**src/rtl/vector_pkg.sv**
```systemverilog
// Shared types and constants for the vexp_seq sequencer.
package vector_pkg;

  typedef logic [15:0] fp16_t;

  typedef enum logic [1:0] {
    IDLE  = 2'd0,
    ISSUE = 2'd1,
    DRAIN = 2'd2,
    DONE  = 2'd3
  } vexp_seq_state_t;

  localparam int VEXP_LAT_DEFAULT = 3;
  localparam fp16_t FP16_ZERO = 16'h0000;

  function automatic int idx_width(input int n);
    return (n > 1) ? $clog2(n) : 1;
  endfunction

endpackage

```
**src/rtl/vexp_seq_if.sv**
```systemverilog
// Request/result handshake bundle for vexp_seq; in_mask exists only with VEXP_SEQ_MASK_EN.
// valid/ready: a transfer happens at a rising edge where valid && ready; valid holds until then.
interface vexp_seq_if #(parameter int LANES = 8);
  logic                  in_valid;
  logic                  in_ready;
  logic [LANES*16-1:0]   in_vec;
`ifdef VEXP_SEQ_MASK_EN
  logic [LANES-1:0]      in_mask;
`endif
  logic                  out_valid;
  logic                  out_ready;
  logic [LANES*16-1:0]   out_vec;

`ifdef VEXP_SEQ_MASK_EN
  modport master (output in_valid, in_vec, in_mask, out_ready,
                  input  in_ready, out_valid, out_vec);
  modport slave  (input  in_valid, in_vec, in_mask, out_ready,
                  output in_ready, out_valid, out_vec);
`else
  modport master (output in_valid, in_vec, out_ready,
                  input  in_ready, out_valid, out_vec);
  modport slave  (input  in_valid, in_vec, out_ready,
                  output in_ready, out_valid, out_vec);
`endif
endinterface

```
**src/rtl/vexp_tag_pipe.sv**
```systemverilog
// Capture-tag delay line: {valid, lane index} shifted DEPTH stages, async reset, sync flush.
module vexp_tag_pipe #(
  parameter int DEPTH = 3,
  parameter int IDX_W = 3
) (
  input  logic             clk,
  input  logic             rst,
  input  logic             flush,
  input  logic             i_valid,
  input  logic [IDX_W-1:0] i_idx,
  output logic             o_valid,
  output logic [IDX_W-1:0] o_idx
);

  logic             r_valid [DEPTH];
  logic [IDX_W-1:0] r_idx   [DEPTH];

  always_ff @(posedge clk or posedge rst) begin
    if (rst) begin
      for (int i = 0; i < DEPTH; i++) begin
        r_valid[i] <= 1'b0;
        r_idx[i]   <= '0;
      end
    end else if (flush) begin
      for (int i = 0; i < DEPTH; i++) begin
        r_valid[i] <= 1'b0;
        r_idx[i]   <= '0;
      end
    end else begin
      r_valid[0] <= i_valid;
      r_idx[0]   <= i_idx;
      for (int i = 1; i < DEPTH; i++) begin
        r_valid[i] <= r_valid[i-1];
        r_idx[i]   <= r_idx[i-1];
      end
    end
  end

  assign o_valid = r_valid[DEPTH-1];
  assign o_idx   = r_idx[DEPTH-1];

endmodule

```
**src/rtl/vexp_seq.sv**
```systemverilog
// Serialises an fp16 vector through a fixed-latency vexp unit and reassembles the results.
// Optional lane masking is enabled by defining VEXP_SEQ_MASK_EN.
module vexp_seq
  import vector_pkg::*;
#(
  parameter int LANES    = 8,
  parameter int VEXP_LAT = VEXP_LAT_DEFAULT
) (
  input  logic            CLK,
  input  logic            RST,
  vexp_seq_if.slave       io,
  output logic            busy,
  output fp16_t           vexp_port_a,
  output logic            vexp_enable,
  input  fp16_t           vexp_out,
  output vexp_seq_state_t o_dbg_state
);

  localparam int IDX_W = idx_width(LANES);
  localparam int DRN_W = idx_width(VEXP_LAT);
  localparam logic [IDX_W-1:0] LAST_LANE  = IDX_W'(LANES - 1);
  localparam logic [DRN_W-1:0] DRAIN_LAST = DRN_W'(VEXP_LAT - 1);

  vexp_seq_state_t  r_state;
  logic             r_in_ready;
  logic             r_out_valid;
  logic             r_busy;
  logic             r_en;
  fp16_t            r_a;
  logic [IDX_W-1:0] r_idx;
  logic [DRN_W-1:0] r_drain;
  logic [LANES-1:0] r_mask;
  fp16_t            r_vec [LANES];
  fp16_t            r_res [LANES];

  logic [LANES-1:0] w_mask_in;
  logic [IDX_W-1:0] w_next_idx;
  logic             w_accept;
  logic             w_tag_valid;
  logic [IDX_W-1:0] w_tag_idx;

`ifdef VEXP_SEQ_MASK_EN
  assign w_mask_in = io.in_mask;
`else
  assign w_mask_in = '1;
`endif

  assign w_next_idx = r_idx + 1'b1;
  assign w_accept   = (r_state == IDLE) && io.in_valid;

  // Tags enter on the edge that ends each issue slot; masked slots carry valid=0.
  vexp_tag_pipe #(.DEPTH(VEXP_LAT), .IDX_W(IDX_W)) u_tags (
    .clk     (CLK),
    .rst     (RST),
    .flush   (w_accept),
    .i_valid ((r_state == ISSUE) && r_en),
    .i_idx   (r_idx),
    .o_valid (w_tag_valid),
    .o_idx   (w_tag_idx)
  );

  always_ff @(posedge CLK or posedge RST) begin
    if (RST) begin
      r_state     <= IDLE;
      r_in_ready  <= 1'b1;
      r_out_valid <= 1'b0;
      r_busy      <= 1'b0;
      r_en        <= 1'b0;
      r_a         <= FP16_ZERO;
      r_idx       <= '0;
      r_drain     <= '0;
      r_mask      <= '0;
      for (int i = 0; i < LANES; i++) begin
        r_vec[i] <= FP16_ZERO;
        r_res[i] <= FP16_ZERO;
      end
    end else begin
      if (w_tag_valid)
        r_res[w_tag_idx] <= vexp_out;
      case (r_state)
        IDLE: begin
          if (io.in_valid) begin
            for (int i = 0; i < LANES; i++) begin
              r_vec[i] <= io.in_vec[16*i +: 16];
              r_res[i] <= FP16_ZERO;
            end
            r_mask     <= w_mask_in;
            r_idx      <= '0;
            r_en       <= w_mask_in[0];
            r_a        <= w_mask_in[0] ? io.in_vec[15:0] : FP16_ZERO;
            r_in_ready <= 1'b0;
            r_busy     <= 1'b1;
            r_state    <= ISSUE;
          end
        end
        ISSUE: begin
          if (r_idx == LAST_LANE) begin
            r_en    <= 1'b0;
            r_a     <= FP16_ZERO;
            r_drain <= '0;
            r_state <= DRAIN;
          end else begin
            r_idx <= w_next_idx;
            r_en  <= r_mask[w_next_idx];
            r_a   <= r_mask[w_next_idx] ? r_vec[w_next_idx] : FP16_ZERO;
          end
        end
        DRAIN: begin
          // Last lane's capture lands on the same edge that enters DONE.
          if (r_drain == DRAIN_LAST) begin
            r_out_valid <= 1'b1;
            r_state     <= DONE;
          end else begin
            r_drain <= r_drain + 1'b1;
          end
        end
        DONE: begin
          if (io.out_ready) begin
            r_out_valid <= 1'b0;
            r_busy      <= 1'b0;
            r_in_ready  <= 1'b1;
            r_state     <= IDLE;
          end
        end
        default: r_state <= IDLE;
      endcase
    end
  end

  for (genvar g = 0; g < LANES; g++) begin : g_out
    assign io.out_vec[16*g +: 16] = r_res[g];
  end

  assign io.in_ready  = r_in_ready;
  assign io.out_valid = r_out_valid;
  assign busy         = r_busy;
  assign vexp_enable  = r_en;
  assign vexp_port_a  = r_a;
  assign o_dbg_state  = r_state;

endmodule

```
**src/flat_wrapper.sv**
```systemverilog
// flat-port wrapper written by rule: the top's interface ports become plain ports
module vexp_seq_flat import vector_pkg::*;
#(
  parameter int LANES    = 8,
  parameter int VEXP_LAT = VEXP_LAT_DEFAULT
)
  (CLK, RST, busy, vexp_port_a, vexp_enable, vexp_out, o_dbg_state, io_in_valid, io_in_vec, io_out_ready, io_in_ready, io_out_valid, io_out_vec);
  vexp_seq_if #(.LANES(LANES)) io_i ();
  input  logic CLK;
  input  logic RST;
  output logic busy;
  output fp16_t vexp_port_a;
  output logic vexp_enable;
  input  fp16_t vexp_out;
  output vexp_seq_state_t o_dbg_state;
  input wire logic [$bits(io_i.in_valid)-1:0] io_in_valid;
  input wire logic [$bits(io_i.in_vec)-1:0] io_in_vec;
  input wire logic [$bits(io_i.out_ready)-1:0] io_out_ready;
  output wire logic [$bits(io_i.in_ready)-1:0] io_in_ready;
  output wire logic [$bits(io_i.out_valid)-1:0] io_out_valid;
  output wire logic [$bits(io_i.out_vec)-1:0] io_out_vec;
  assign io_i.in_valid = io_in_valid;
  assign io_i.in_vec = io_in_vec;
  assign io_i.out_ready = io_out_ready;
  assign io_in_ready = io_i.in_ready;
  assign io_out_valid = io_i.out_valid;
  assign io_out_vec = io_i.out_vec;
  vexp_seq #(.LANES(LANES), .VEXP_LAT(VEXP_LAT)) u_core (.CLK(CLK), .RST(RST), .io(io_i), .busy(busy), .vexp_port_a(vexp_port_a), .vexp_enable(vexp_enable), .vexp_out(vexp_out), .o_dbg_state(o_dbg_state));
endmodule
```
**config.mk**
```make
export PLATFORM = sky130hd
export DESIGN_NAME = vexp_seq_flat
export DESIGN_NICKNAME = d
export VERILOG_FILES = /design/src/rtl/vector_pkg.sv /design/src/rtl/vexp_seq_if.sv /design/src/rtl/vexp_tag_pipe.sv /design/src/rtl/vexp_seq.sv /design/src/flat_wrapper.sv
export SDC_FILE = /design/constraint.sdc
export NUM_CORES = 1
export LEC_CHECK = 0
export ABC_AREA = 1
export CORE_AREA = 2 2 174 176
export DETAILED_ROUTE_END_ITERATION = 10
export DIE_AREA = 0 0 176 178
export GPL_TIMING_DRIVEN = 0
export PLACE_DENSITY_LB_ADDON = 0.2
export SETUP_SLACK_MARGIN = 0.02
export SLEW_MARGIN = 20
export SYNTH_ARGS = -nofsm -noshare
export SYNTH_HDL_FRONTEND = slang
export SYNTH_SLANG_ARGS = --single-unit
export TNS_END_PERCENT = 5
```
**constraint.sdc**
```tcl
create_clock -name CLK -period 25.6 [get_ports CLK]
set_clock_uncertainty 0.1 [all_clocks]
set_input_delay 2.56 -clock CLK [delete_from_list [all_inputs] [get_ports CLK]]
set_output_delay 2.56 -clock CLK [all_outputs]
set_load 0.02 [all_outputs]
```
Word-level counts from Yosys, hierarchy flattened
Index checks and enable logic that the tools add are counted.

storage, ports and cells
  input bits = 148
  bits in registers = 296
  output and inout port bits = 150

operators by class
  reduce and logical (&&, ||, !) cells = 15
  order comparisons = 4
  equality and inequality tests = 11
  mux-type cells = 38
  bitwise operators = 2
  $add $sub $neg = 2

operators with widths
  kind                                                                           count
  128-bit two-way mux                                                            3
  128-bit bitwise mux                                                            1
  16-bit two-way mux                                                             6
  16-bit binary-select mux with 3-bit select                                     1
  16-bit demux with 3-bit select                                                 1
  16-bit one-hot mux with 2 select lines                                         1
  2-bit two-way mux                                                              6
  3-bit AND reduction                                                            4
  2-bit inequality test (second input constant)                                  5
  3-bit two-way mux                                                              3
  9-bit two-way mux                                                              1
  4-bit >= comparator (second input constant)                                    2
  3-bit inverter with 4-bit output                                               2
  1-bit one-hot mux with 2 select lines                                          4
  2-bit one-hot mux with 4 select lines                                          1
  2-bit nonzero test                                                             4
  1-bit two-way mux                                                              7
  2-bit == test (second input constant)                                          3
  3-bit one-hot mux with 2 select lines                                          1
  3-bit by 4-bit less-than comparator with 1-bit output (second input constant)  1
  4-bit by 1-bit less-than comparator with 1-bit output (second input constant)  1
  2-bit one-hot mux with 2 select lines                                          1
  2-bit AND reduction                                                            2
  4-bit AND reduction                                                            1
  8 further kinds                                                                10

Logic depth before layout (Yosys ltp)
Gate-level depths: netlist of run 1.

  depth after elaboration = 9
  mapped depth = 9
  mapped depth without buffers = 9

Cells and area by module
Synthesis of run 1 repeated with hierarchy kept, for this count alone.

second synthesis, totals
  cell total of the unflattened synthesis = 1,560
  area total of the unflattened synthesis = 13,001.2 µm²

by module, submodules not included
  module         cells each  instances  area an instance (µm²)  seq. area each (µm²)
  vexp_seq       1,519       1          12,573.3                7,108.1
  vexp_tag_pipe  41          1          427.9                   300.3

Worst setup path before layout of run 1
OpenSTA, ideal clock, no wires.

  path kind = in2reg
  start point = in io_in_valid
  end point = reg u_core.r_a[0], in the netlist u_core.vexp_port_a[0]
  stages = 7
  setup time = 0.122 ns
  setup slack = 22.102 ns
  data arrival time = 3.276 ns
  required time = 25.378 ns
  cell sequence = nand2_4 > inv_2 > a21oi_4 > inv_2 > buf_6 > nor2_1 > a21oi_2

on the way
  word-level cells in the longest chain between the ends = 2

ends and longest elaborated chain
  item                                    RTL line            RTL
  start, declared                         flat_wrapper.sv:16  input wire logic [$bits(io_i.in_valid)-1:0] io_in_valid;
  2-bit inequality test (no source line)  -
  2-bit AND reduction (no source line)    -
  end signal, assigned                    vexp_seq.sv:90      r_a <= w_mask_in[0] ? io.in_vec[15:0] : FP16_ZERO;
  end signal, assigned                    vexp_seq.sv:105     r_a <= r_mask[w_next_idx] ? r_vec[w_next_idx] : FP16_ZERO;
  end, declared                           vexp_seq.sv:29      fp16_t r_a;

No other way between the ends.
A chain may end at the register's enable or synchronous reset.

Worst setup path in the final report of run 1
  start point = reg u_core.r_in_ready, in the netlist u_core.io.in_ready
  end point = out io_in_ready

RTL lines
  item                    RTL line            RTL
  start, declared         vexp_seq.sv:25      logic r_in_ready;
  start signal, assigned  vexp_seq.sv:65      r_in_ready <= 1'b1;
  start signal, assigned  vexp_seq.sv:91      r_in_ready <= 1'b0;
  start signal, assigned  vexp_seq.sv:121     r_in_ready <= 1'b1;
  end, declared           flat_wrapper.sv:19  output wire logic [$bits(io_i.in_ready)-1:0] io_in_ready;

No word-level cell between the ends.

==> results of run 1 <==
## kinds of logic after synthesis
logic type               after synthesis
AO/OA/AOI/OAI                        301
adder cells (fa/ha/maj)                7
flip-flops                           296
buffers and inverters                249
AND/OR/NAND/NOR                      701
## flip-flops by register name, indices dropped and copies added (netlist names)
| register | cells |
|---|---|
| u_core.busy | 1 |
| u_core.io.in_ready | 1 |
| u_core.io.out_valid | 1 |
| u_core.io.out_vec | 128 |
| u_core.o_dbg_state | 2 |
| u_core.r_drain | 2 |
| u_core.r_idx | 3 |
| u_core.r_mask | 1 |
| u_core.r_vec | 128 |
| u_core.u_tags.o_idx | 3 |
| u_core.u_tags.o_valid | 1 |
| u_core.u_tags.r_idx | 6 |
| u_core.u_tags.r_valid | 2 |
| u_core.vexp_enable | 1 |
| u_core.vexp_port_a | 16 |
## per-layer routing
layer | up-vias | track usage (%)
li1 | 5562 | -
met1 | 5482 | 34.1
met2 | 545 | 44.1
met3 | 103 | 4.11
met4 | 2 | 10.9
met5 | - | 0
## power by group through the flow
stage	registers (W)	clock network [W]	logic [W]
2_1_floorplan	0.000713	0	0.000446
3_3_place_gp	0.000676	0	0.000740
3_5_place_dp	0.000679	0	0.000758
4_1_cts	0.000672	0.000437	0.000765
6_report	0.000673	0.000433	0.000768
5_1_grt	0.000686	0.000458	0.000854
## cell type report
type / count / area, sq um
buffer: 86 / 454
sequential: 296 / 7410
clock inverter: 5 / 78.8
timing repair buffer: 300 / 3060
clock buffer: 47 / 876
inverter: 163 / 622
tap: 390 / 488
fill: 2601 / 11900
multi-input combinational: 1009 / 4550
## cells in the mapped netlist (3+ instances only)
master,count
nor2_1,300
dfrtp_1,295
nand2_1,280
o21ai_0,192
inv_1,142
nand3_1,98
o21ai_1,66
clkbuf_1,41
a21oi_1,26
buf_2,22
inv_2,18
buf_4,15
a21oi_2,10
nand3_2,10
ha_1,7
nand2_2,5
buf_6,4
nor2_4,3
o22ai_1,3
## how the worst max path moves through the flow
stage / from / to / slack (ns) / cells past startpoint
2_1_floorplan: RST / u_core.busy / 14.77 / 1
3_3_place_gp: RST / u_core.vexp_port_a[8] / 11.17 / 2
3_5_place_dp: io_in_valid / u_core.io.out_vec[12] / 21.17 / 6
4_1_cts: u_core.io.in_ready / io_in_ready / 21.24 / 1
5_1_grt: u_core.io.in_ready / io_in_ready / 21.23 / 1
6_report: u_core.io.in_ready / io_in_ready / 21.27 / 1
## per-stage QoR
step                power [W]  util (%)
finish                0.00187      59.6
detailed placement    0.00144      56.4
CTS                   0.00187      59.6
global placement      0.00142      56.1
global route          0.00200      59.6
floorplan             0.00116         -
==> results.json, run 1 <==
{
  "cpPeakStageDelay_ns": 0.60,
  "leakagePower_nw": 8.19,
  "whs_ns": 0.366,
  "grt_max_degree": 97,
  "core_sq_mm": 0.0294,
  "cellPowerDensity_mw_per_mm2": 107,
  "outcome": "finished, final reports clean",
  "synthCells": 1554,
  "cts_resized": 0,
  "final_cell_mix": "nor2_1 (300), clkdlybuf4s50_1 (297), dfrtp_1 (295)",
  "hold_depth": 2,
  "final_hold_viol_count": 0,
  "drc": 0,
  "critPathSlowestCell": "clkdlybuf4s50_1",
  "highest_layer": "met5",
  "worst_ep_arrival_time_ns": 1.67,
  "ys_top_cells_by_area": "dfrtp_1 (57%), nor2_1 (8.6%), nand2_1 (8.1%)",
  "numPortBuffers": 297,
  "synth_top_family_by_area": "simple AND/OR/NAND/NOR gates",
  "synth_cell_type_count": 32,
  "cts_tree": "yes",
  "cts_buffers": 31,
  "dr.pass1.iters": 5,
  "min-delay-start": "u_core.u_tags.r_valid[1]",
  "viasPerCell": 5.09,
  "setup_viol": 0,
  "antenna_found_initial": 1,
  "p_sw_w": 0.000725,
  "met2WireLength_um": 19100,
  "final_net_count": 2042,
  "worst_pin_slew_ns": 0.606,
  "synth-xor-area-share_pct": 0,
  "intPower_w": 0.00115,
  "dpl.hpwl_um": 30200,
  "ant_nets": 0,
  "instances_no_fill": 2296,
  "placed_area_sq_mm": 0.0166,
  "layout_setup_ws_ns": 21.27,
  "synthArstFlopShare_pct": 100,
  "ios": 298,
  "synthSimpleGateAreaFrac_pct": 22.2,
  "cp.required_ns": 22.94,
  "die_h_um": 178,
  "initial_core_util_pct": 44.3,
  "avgSynthCellArea_sq_um": 8.38,
  "maxCapViolCount": 0,
  "fin_area_sq_mm": 0.0175,
  "clk_pin_slew_ns": 0.06,
  "slew_headroom_pct": 59.6,
  "ir_drop_uv": 63.2,
  "crit_path_max_fanout": 2,
  "synth_area_sq_mm": 0.0130,
  "yosys_warnings": 0,
  "synth_compound_area_share_pct": 12.0,
  "met1_length_um": 16600,
  "reg2reg_to": "u_core.vexp_port_a[2]",
  "clk_path_buf_depth": 3,
  "yosys.area_share.adder_pct": 0.672,
  "seqPwrFrac_pct": 35.9,
  "dp_slack_ns": 21.17,
  "final_max_slew_viol_count": 0,
  "worstSetupStartpointType": "flip-flop",
  "timing.final.crit_share_pct": 16.9,
  "drtIter0Drc": 929,
  "syn2layout_area_growth_pct": 34.6,
  "max_freq_mhz": 231,
  "path_cells": "clkdlybuf4s50_1",
  "vias": 11700,
  "syn_nets": 1709,
  "clockRootBuffer": "clkbuf_16",
  "min_path_type": "flip-flop to flip-flop",
  "grt_pass1_vias": 11600,
  "wl_um": 40700,
  "crit_family": "buffers and inverters",
  "gp_congestion": 0.885,
  "ctsHoldBuffers": 0,
  "clock_insertion_delay_worst_skew_ns": 0.56,
  "end_kind": "output port",
  "fin_crit_ns": 4.33,
  "synth_ff_type": "dfrtp_1",
  "setup_tns_ns": 0,
  "synth_edf_count": 0,
  "reg2reg_slack_ns": 23.41,
  "final_common_cell": "nor2_1",
  "rr_startpoint": "u_core.r_idx[0]",
  "p_comb_share_pct": 41.0,
  "worstSetupPathType": "flip-flop to output port",
  "n_antenna_cell": 0,
  "die_w_um": 176,
  "grt_setup_unrepaired": "no",
  "yosysSeqAreaShare_pct": 56.9,
  "min_to": "u_core.u_tags.o_valid",
  "std_cell_rows": 63,
  "grt_remaining_overflow": 0,
  "muxShareOfSynthArea_pct": 0,
  "grt_pass1_wl_um": 63700,
  "cts_setup_buffers": 0,
  "synth-seq-cells": 296,
  "yosysTopAreaCell": "dfrtp_1",
  "dp_cells": 2244,
  "synth_top_area_share_pct": 56.7,
  "htreeDepth": 1,
  "wl_met3_um": 3270,
  "critical_path.n_buffers_inverters": 1,
  "rr_worst_depth": 7,
  "grt_usage_pct": 26.3,
  "drive_gt1_share_pct": 7.35,
  "die_area_sq_mm": 0.0313,
  "wl_per_cell_um": 17.7,
  "power_switching_share_pct": 38.7,
  "clockPowerShare_pct": 23.1,
  "cts.sinks": 296
}
Power figures use the tool's default switching activity.
==> inputs of run 2 (changes only) <==
clock period = 4.1 ns   (was 25.6 ns; I/O delays follow)
==> results.json, run 2 (synthesis results as in run 1) <==
{
  "outcome": "finished, final reports clean",
  "grt_pass1_wl_um": 63600,
  "cp.required_ns": 4.49,
  "max_freq_mhz": 440,
  "n_antenna_cell": 0,
  "grt_max_degree": 34,
  "intPower_w": 0.00736,
  "grt_pass1_vias": 11600,
  "min_path_type": "input pin to asynchronous set/reset pin",
  "cts_tree": "yes",
  "clock_insertion_delay_worst_skew_ns": 0.56,
  "grt_setup_unrepaired": "no",
  "grt_usage_pct": 26.2,
  "crit_path_max_fanout": 10,
  "placed_area_sq_mm": 0.0167,
  "drtIter0Drc": 752,
  "p_comb_share_pct": 40.3,
  "ir_drop_uv": 388,
  "setup_viol": 0,
  "final_net_count": 2049,
  "die_h_um": 178,
  "cts_setup_buffers": 0,
  "drc": 0,
  "wl_per_cell_um": 17.7,
  "power_switching_share_pct": 38.3,
  "layout_setup_ws_ns": 1.83,
  "clk_path_buf_depth": 3,
  "initial_core_util_pct": 44.3,
  "die_area_sq_mm": 0.0313,
  "dpl.hpwl_um": 30900,
  "die_w_um": 176,
  "grt_remaining_overflow": 0,
  "p_sw_w": 0.00456,
  "core_sq_mm": 0.0294,
  "gp_congestion": 0.901,
  "cellPowerDensity_mw_per_mm2": 671,
  "ctsHoldBuffers": 0,
  "dr.pass1.iters": 5,
  "final_hold_viol_count": 0,
  "timing.final.crit_share_pct": 55.4,
  "cts_buffers": 31,
  "fin_crit_ns": 2.27,
  "instances_no_fill": 2309,
  "wl_um": 40900,
  "clk_pin_slew_ns": 0.06,
  "viasPerCell": 5.13,
  "p_total_w": 0.0119,
  "dp_slack_ns": 1.79,
  "vias": 11800,
  "htreeDepth": 1,
  "leakagePower_nw": 8.31,
  "worstSetupPathType": "flip-flop to flip-flop",
  "ios": 298,
  "worst_pin_slew_ns": 0.630,
  "numPortBuffers": 297,
  "clockPowerShare_pct": 24.5,
  "drive_gt1_share_pct": 8.18,
  "ant_nets": 0,
  "dp_cells": 2251,
  "final_cell_mix": "nor2_1 (300), clkdlybuf4s50_1 (297), dfrtp_1 (295)",
  "final_max_slew_viol_count": 0,
  "antenna_found_initial": 0,
  "slew_headroom_pct": 58.0,
  "whs_ns": 0.180,
  "seqPwrFrac_pct": 35.2,
  "cts.sinks": 296,
  "cts_resized": 0,
  "worstSetupStartpointType": "flip-flop",
  "syn2layout_area_growth_pct": 36.4,
  "worst_ep_arrival_time_ns": 2.66,
  "final_common_cell": "nor2_1",
  "end_kind": "flip-flop",
  "maxCapViolCount": 0,
  "fin_area_sq_mm": 0.0178,
  "std_cell_rows": 63,
  "clockRootBuffer": "clkbuf_16"
}
==> run 2: power by group through the flow <==
stage | combinational [W] | sequential (W) | clock [W]
floorplan | 0.00278 | 0.00446 | 0
CTS | 0.00478 | 0.00419 | 0.00295
global route | 0.00533 | 0.00428 | 0.00308
global placement | 0.00462 | 0.00423 | 0
detailed placement | 0.00474 | 0.00424 | 0
finish | 0.00480 | 0.00420 | 0.00292
==> run 2: metal layers <==
metal	wire length [um]	vias to the layer above	share of wire [%]	global-route usage [%]
met5	0	-	0	0
met4	1600	0	3.9	10.8
met3	3230	85	7.9	3.54
met2	19300	553	47	44.2
met1	16700	5612	41	34.2
li1	-	5589	-	-
==> run 2: layout make-up <==
| class | instances | area (sq um) |
|---|---|---|
| inverters | 163 | 618 |
| clock buffers | 49 | 943 |
| multi-input cells | 1009 | 4550 |
| fillers | 2585 | 11600 |
| repair buffers | 307 | 3190 |
| flip-flops and latches | 296 | 7410 |
| clock inverters | 9 | 124 |
| plain buffers | 86 | 454 |
| well taps | 390 | 488 |
==> run 2: critical path: stages (launching register included) <==
cell      delay [ns]
dfrtp_1         0.39
ha_1            0.37
clkinv_1        0.23
buf_1           0.50
nand3_1         0.16
nand3_1         0.16
nand3_1         0.15
a21oi_1         0.15
==> run 2: through the flow <==
step / util [%] / setup TNS, ns
final: 60.4 / 0
after detailed placement: 56.8 / 0
after global placement: 56.1 / -713.07
after global routing: 60.4 / 0
after floorplan: - / -100.39
after CTS: 60.4 / 0
==> run 2: final timing paths <==
check                                       startpoint                      to  slack [ns]  depth (start not counted)
max in group asynchronous                          RST  u_core.io.out_vec[104]        2.71                          5
worst max-delay path                   u_core.r_idx[0]   u_core.vexp_port_a[4]        1.83                          7
worst max register to register         u_core.r_idx[0]   u_core.vexp_port_a[4]        1.83                          7
min in group CLK                         io_in_vec[39]        u_core.r_vec[87]        0.29                          3
worst min register to register  u_core.u_tags.r_idx[3]  u_core.u_tags.o_idx[0]        0.36                          2
worst min-delay path                               RST    u_core.io.out_vec[6]        0.18                          2
